## config.mk

```make
export PLATFORM = sky130hd
export DESIGN_NAME = spi_mem_writer
export DESIGN_NICKNAME = d
export VERILOG_FILES = /design/src/rtl/spi_mem_writer.sv
export SDC_FILE = /design/constraint.sdc
export NUM_CORES = 1
export LEC_CHECK = 0
export CAP_MARGIN = 25
export CORE_MARGIN = 3
export CORE_UTILIZATION = 41
export CTS_CLUSTER_DIAMETER = 50
export DETAILED_ROUTE_END_ITERATION = 8
export PLACE_DENSITY = 0.65
export SYNTH_ARGS = -nofsm -noshare
export SYNTH_HDL_FRONTEND = slang
export SYNTH_SLANG_ARGS = --single-unit
```

## constraint.sdc

```tcl
create_clock -name clk -period 2.1 [get_ports clk]
set_clock_uncertainty 0.1 [all_clocks]
set_input_delay 0.42 -clock clk [delete_from_list [all_inputs] [get_ports clk]]
set_output_delay 0.42 -clock clk [all_outputs]
set_load 0.02 [all_outputs]
```

## src/rtl/spi_mem_writer.sv

```systemverilog
// spi_mem_writer: SPI mode-0 WRITE (0x02) initiator for the external serial SRAM, clk/2 bit rate.
//   Optional macro SPI_WREN_EN: precede every frame with an 8-bit WREN (0x06) frame and a one-bit-period deselect.
//   Ports:
//     clk, rst_n                     clock, synchronous active-low reset
//     target_address[23:0]           byte address of the first byte written
//     write_value[31:0]              store data, sent little-endian (byte 0 = [7:0] first)
//     write_size[1:0]                0=byte, 1=halfword, 2/3=word
//     start_write                    request, sampled only while idle
//     write_done                     one-cycle pulse once the frame is complete and cs is released
//     busy                           high from the cycle after accept through the write_done cycle
//     sclk, mosi, cs                 SPI pins (sclk idle low, MSB first, cs active low)
module spi_mem_writer #(
  parameter logic [7:0] CMD_WRITE = 8'h02
`ifdef SPI_WREN_EN
  , parameter logic [7:0] CMD_WREN = 8'h06
`endif
) (
  input  logic        clk,
  input  logic        rst_n,
  input  logic [23:0] target_address,
  input  logic [31:0] write_value,
  input  logic [1:0]  write_size,
  input  logic        start_write,
  output logic        write_done,
  output logic        busy,
  output logic        sclk,
  output logic        mosi,
  output logic        cs
);
`ifdef SPI_WREN_EN
  typedef enum logic [2:0] {IDLE, SHIFT, DONE, WREN, GAP} state_t;
  localparam int SW = 72;
`else
  typedef enum logic [1:0] {IDLE, SHIFT, DONE} state_t;
  localparam int SW = 64;
`endif
  state_t state_q, state_d;
  logic [SW-1:0] sr_q, sr_d;
  logic [6:0] cnt_q, cnt_d;
  logic phase_q, phase_d;
  logic cs_q, cs_d, sclk_q, sclk_d, mosi_q, mosi_d, done_q, done_d, busy_q, busy_d;
  logic [63:0] frame;
  logic [6:0] n_bits;
  logic shifting;
`ifdef SPI_WREN_EN
  logic [6:0] n_q, n_d;
`endif
  // Data bytes are laid out little-endian; bytes beyond the access size are simply never shifted out.
  assign frame  = {CMD_WRITE, target_address, write_value[7:0], write_value[15:8], write_value[23:16], write_value[31:24]};
  assign n_bits = write_size == 2'd0 ? 7'd40 : write_size == 2'd1 ? 7'd48 : 7'd64;
  always_ff @(posedge clk) begin
    if (!rst_n) begin
      state_q <= IDLE;
      sr_q    <= '0;
      cnt_q   <= '0;
      phase_q <= 1'b0;
      cs_q    <= 1'b1;
      sclk_q  <= 1'b0;
      mosi_q  <= 1'b0;
      done_q  <= 1'b0;
      busy_q  <= 1'b0;
`ifdef SPI_WREN_EN
      n_q     <= '0;
`endif
    end else begin
      state_q <= state_d;
      sr_q    <= sr_d;
      cnt_q   <= cnt_d;
      phase_q <= phase_d;
      cs_q    <= cs_d;
      sclk_q  <= sclk_d;
      mosi_q  <= mosi_d;
      done_q  <= done_d;
      busy_q  <= busy_d;
`ifdef SPI_WREN_EN
      n_q     <= n_d;
`endif
    end
  end
  always_comb begin
    state_d = state_q;
    sr_d    = sr_q;
    cnt_d   = cnt_q;
    phase_d = phase_q;
`ifdef SPI_WREN_EN
    n_d     = n_q;
`endif
    case (state_q)
      IDLE: if (start_write) begin
`ifdef SPI_WREN_EN
        state_d = WREN;
        sr_d    = {CMD_WREN, frame};
        cnt_d   = 7'd8;
        n_d     = n_bits;
`else
        state_d = SHIFT;
        sr_d    = frame;
        cnt_d   = n_bits;
`endif
        phase_d = 1'b0;
      end
      SHIFT: begin
        phase_d = !phase_q;
        if (phase_q) begin
          sr_d  = sr_q << 1;
          cnt_d = cnt_q - 7'd1;
          if (cnt_q == 7'd1) state_d = DONE;
        end
      end
      DONE: state_d = IDLE;
`ifdef SPI_WREN_EN
      // After the last WREN bit the register already holds the write frame MSB at the top.
      WREN: begin
        phase_d = !phase_q;
        if (phase_q) begin
          sr_d  = sr_q << 1;
          cnt_d = cnt_q - 7'd1;
          if (cnt_q == 7'd1) begin
            state_d = GAP;
            cnt_d   = n_q;
          end
        end
      end
      // Two cycles with cs high: one full bit period of deselect.
      GAP: begin
        phase_d = !phase_q;
        if (phase_q) state_d = SHIFT;
      end
`endif
      default: state_d = IDLE;
    endcase
  end
  // Pins are registered from next state so sclk and cs come straight off flops and cannot glitch.
`ifdef SPI_WREN_EN
  assign shifting = state_d == SHIFT || state_d == WREN;
`else
  assign shifting = state_d == SHIFT;
`endif
  always_comb begin
    cs_d   = !shifting;
    sclk_d = shifting & phase_d;
    mosi_d = shifting & sr_d[SW-1];
    done_d = state_d == DONE;
    busy_d = state_d != IDLE;
  end
  assign cs         = cs_q;
  assign sclk       = sclk_q;
  assign mosi       = mosi_q;
  assign write_done = done_q;
  assign busy       = busy_q;
endmodule
```

-- Yosys cells after proc, flatten, opt, wreduce, memory -nomap -nowiden
Index checks and enable logic that the tools add are counted.
- register bits after elaboration: 79
- bits of input ports: 61
- output and inout bits: 5
- word-level logic and storage cells: 41
- add/sub/neg operators: 1
- equality and inequality tests: 7
- mux-type cells: 14
- bitwise gates (word level): 2
- reductions and logical operators: 7
- operator list (kind ; count):
    $mux W64 ; 2
    $pmux W64 S2 ; 1
    $mux W7 ; 4
    $pmux W7 S2 ; 1
    $eq A7 B1 Y1 const B ; 1
    $sub A7 B1 Y7 const B ; 1
    $eq A2 B1 Y1 const B ; 3
    $mux W2 ; 3
    $logic_not A2 Y1 ; 2
    $ne A2 B2 Y1 const B ; 2
    $pmux W2 S2 ; 1
    $reduce_bool A2 Y1 ; 2
    $reduce_and A3 Y1 ; 1
    $and A1 B1 Y1 ; 2
    $eq A2 B2 Y1 const B ; 1
    $logic_not A1 Y1 ; 2
    $pmux W1 S2 ; 1
    $mux W1 ; 1

-- Logic depth before layout (Yosys ltp)
Gate-level depths: netlist of the first run.
- depth in word-level cells: 6
- gate-level depth with buffers: 8
- mapped depth without buffers: 6

-- Worst setup path before layout of the first run
OpenSTA, ideal clock, no wires.
- kind: register to register
- from: register cnt_q[0]
- to: register cnt_q[5]
- data arrival time: 1.614 ns
- data required time: 1.934 ns
- path slack: 0.320 ns
- cell stages (with the launch flop): 5
- cell sequence: dfxtp_1 > or4_4 > or3_1 > a311o_1 > a21boi_2
- longest elaborated chain between the ends: 3
- ends and longest elaborated chain (item ; RTL line ; RTL):
    start, declared ; 39 ; logic [6:0] cnt_q, cnt_d;
    start signal, assigned ; 68 ; cnt_q <= cnt_d;
    $sub A7 B1 Y7 ; 106 ; cnt_d = cnt_q - 7'd1;
    $mux W7 ; 104 ; if (phase_q) begin
    $pmux W7 S2 ; 88 ; case (state_q)
No other way between the ends. The select of a mux whose other input is x is not followed.
A chain may end at the register's enable or synchronous reset.

-- Worst setup path after layout of the first run
Ends and elaborated chain as after synthesis.

==> out/metrics.cfg, run 1 <==
[timing]
fin_crit_sh_pct = 87.6
final_critical_path_setup_slack_ns = 0.261
finalHoldViolCount = 0
worst_pin_slew_ns = 0.519
period_needed_ns = 1.84
relative_slew_margins_pct = 65.3
final-max-slew-violation-count = 0
report.final.setup_viol = 0
tns_ns = 0
rsz0062_at_grt = no
max_clock_freq_mhz = 544

[floorplan]
design.core.area_um2 = 8340
design.portCount = 66
fp.dieH_um = 99.3
die_x_um = 99.3
die_area_um2 = 9850
initial_cell_density_of_the_core_pct = 42.8
floorplan.rows = 33

[clock_network]
clk_latency_ns = 0.34
cts_num_sinks = 79
clock_tree.buffer_depth = 2
worst_setup_hold_path_clk_slew_ns = 0.09
hold_buffers = 0
htree_levels = 3
numCtsBuffers = 9
root_buffer = clkbuf_8
cts_setup_buffers = 0
tritoncts_clock_tree = done
post_cts_resized = 0

[global_route]
grt.met2_usage_pct = 27.8
grt.met1_usage_pct = 22.2
remaining_global_route_overflow = 0
grt_busiest_layer = met2
global_route.usage.met3_pct = 4.28
initial_antenna_violation_count = 0
vias_in_the_first_global_route = 2954
grt_pass1_wl_um = 13900
track_usage_pct = 16.9
grt_max_degree = 57

[synthesis]
dominantRegCellSynth = dfxtp_1
postSynthAreaPerCell_um2 = 9.41
synth_adder_area_share_pct = 0.702
synthesis.nets = 442
synthesis.yosys.warnings = 0
post_synth_and_or_nand_nor_area_fraction_pct = 17.3
synth_cells = 379
yosys_register_bits = 79
synth-seq-area-share_pct = 44.4
multiplexer_area_fraction_after_synthesis_pct = 0
compound_cell_area_share_of_the_yosys_netlist_pct = 32.0
synthArstFlopShare_pct = 0
main_combinational_cell_family_by_area_after_synthesis = compound AO/OA/AOI/OAI gates
synth.distinct_cells = 36
edff_count_synth = 0
synthesis.area_um2 = 3570
synth-xor-area-share_pct = 0

[placed_design]
place.gp.congestion = 0.814
io_buffer_count = 65
detailedPlacementHpwl_um = 5430
placement.setup.worst_slack_ns = 0.0973

[cells_and_area]
fillers = 758
area_growth_pct = 26.9
antennaDiodeCount = 0
layout-drive-gt1-share_pct = 8.70
final_nets = 495

[setup_path]
critPathRequiredTime_ns = 2.29
critical-path-slowest-cell = or4_4
critical_path_start_end_classification = register to register
setup.worst_path.end_class = register
worst_ep_arrival_time_ns = 2.03
cp-start-kind = register
critical_path.cell_chain = or4_4 > or3_1 > a311o_1 > a21boi_2
cp_max_fo = 5
cpPeakStageDelay_ns = 0.55

[power]
worst_ir_drop_vdd_v = 0.000454
comb_power_share_pct = 15.0
netSwitchingPower_w = 0.000865
power.share.clock_pct = 33.6
leakage_nw = 1.62
int_pwr_w = 0.00231
netSwitchingFraction_pct = 27.3
seqPwrFrac_pct = 51.4
power-per-cell-area_nw_per_um2 = 700

[flow_run]
cap_violations = 0

[status]
status = complete, no violations

[route]
ant_nets = 0
routed_wire_length_per_instance_um = 15.1
routed_wirelength_um = 8190
first_iter_violations = 151
detailedRoute.firstPassIterationCount = 4
vias_per_cell = 5.59
dr_total_vias = 3028
drc_errors = 0

[worst_hold_path]
min-delay-path-class = register to register

-- through the flow --
| step | std cells | hold slack [ns] | total power (W) | util [%] | instance area [um^2] |
|---|---|---|---|---|---|
| detailed placement | 526 | 0.402 | 0.00214 | 52.1 | 4340 |
| global placement | 526 | 0.386 | 0.00213 | 52.1 | 4340 |
| finish | 542 | 0.408 | 0.00317 | 54.3 | 4530 |
| floorplan | 379 | 0.355 | 0.00193 | - | 3570 |
| global route | 542 | 0.434 | 0.00334 | 54.3 | 4530 |
| CTS | 542 | 0.414 | 0.00321 | 54.3 | 4530 |
-- per-layer routing --
layer	routed length [um]	part of all wire, %
met4	84	1.0
met2	3880	47
met1	3930	48
met3	292	3.6
met5	0	0
-- worst max-delay path, delay by kind of cell, from the launching register on --
kind / cells / cell delay [ns]
DFF: 1 / 0.35
AOI/OAI and AO/OA: 2 / 0.48
and+or+nand+nor: 2 / 0.86
-- cell families (layout without fill, tap and decap cells) --
logic type | count (synthesis) | in the layout
AOI/OAI and AO/OA | 148 | 148
and+or+nand+nor | 105 | 105
DFF | 79 | 79
buffers and inverters | 45 | 103
adders and majority gates | 2 | 2
-- final timing paths --
check,cells past startpoint,start,to,slack (ns)
worst max-delay path,4,cnt_q[0],cnt_q[5],0.26
worst min-delay path,2,cnt_q[0],cnt_q[0],0.41
worst max register to register,4,cnt_q[0],cnt_q[5],0.26
worst min register to register,2,cnt_q[0],cnt_q[0],0.41
-- power groups by stage --
stage	Sequential, W	Clock (W)	Combinational (W)
after floorplan	0.00165	0	0.000279
after global placement	0.00166	0	0.000470
after detailed placement	0.00166	0	0.000477
after CTS	0.00163	0.00110	0.000480
after global routing	0.00164	0.00117	0.000528
final	0.00163	0.00107	0.000477
-- synth_stat cells, types with 2 or more instances --
cell type	count	area share [%]
dfxtp_1	79	44
a22oi_1	62	13
and2_1	60	11
o2bb2ai_1	55	14
clkbuf_1	24	2.5
nor2b_1	12	2.1
o21ai_0	10	1.4
buf_2	9	1.3
nand2_1	9	0.95
nor2_1	9	0.95
inv_1	7	0.74
a21oi_1	5	0.70
a31oi_1	4	0.70
nor3b_1	4	0.84
a21boi_1	3	0.63
buf_4	3	0.63
ha_1	2	0.70
nand2b_1	2	0.35
nand3_1	2	0.28
nor3_1	2	0.28
-- state kept, by name, summed over array words and instances (netlist names) --
| register | flops |
|---|---|
| sr_q | 64 |
| cnt_q | 7 |
| state_q | 2 |
| busy | 1 |
| cs | 1 |
| mosi | 1 |
| phase_q | 1 |
| sclk | 1 |
| write_done | 1 |
-- cell usage in the layout (no fill, tap or decap), types with 2 or more instances in the layout --
cell	instances
a21boi_1	3
a21oi_1	5
a22oi_1	62
a31oi_1	4
and2_1	59
buf_12	3
buf_4	12
clkbuf_8	9
clkdlybuf4s50_1	64
dfxtp_1	78
ha_1	2
inv_1	7
inv_6	5
nand2_1	9
nand2b_1	2
nand3_1	2
nor2_1	9
nor2b_1	11
nor3_1	2
nor3b_1	4
o21ai_0	10
o2bb2ai_1	55
-- area by class of cell --
class	instances	area, um^2	share of cell area [%]
flip-flops and latches	79	1580	35.0
clock buffers	9	124	2.74
multi-input cells	255	1810	39.9
inverters	7	26.3	0.581
clock inverters	7	60.1	1.33
repair buffers	80	796	17.6
well taps	105	131	2.90
Note: power is estimated with default switching activity, not from simulation.
==> run 2, diff against run 1 <==
Settings changed: CAP_MARGIN 25 to 20, CTS_CLUSTER_DIAMETER 50 to default.
==> results of run 2 <==
Same layout as run 1: the final DEF is identical, and so are final timing and power.
==> run 3, diff against run 2 <==
Settings changed: HOLD_SLACK_MARGIN from default to 0.05.
==> results of run 3 <==
Same layout as run 1: the final DEF is identical, and so are final timing and power.
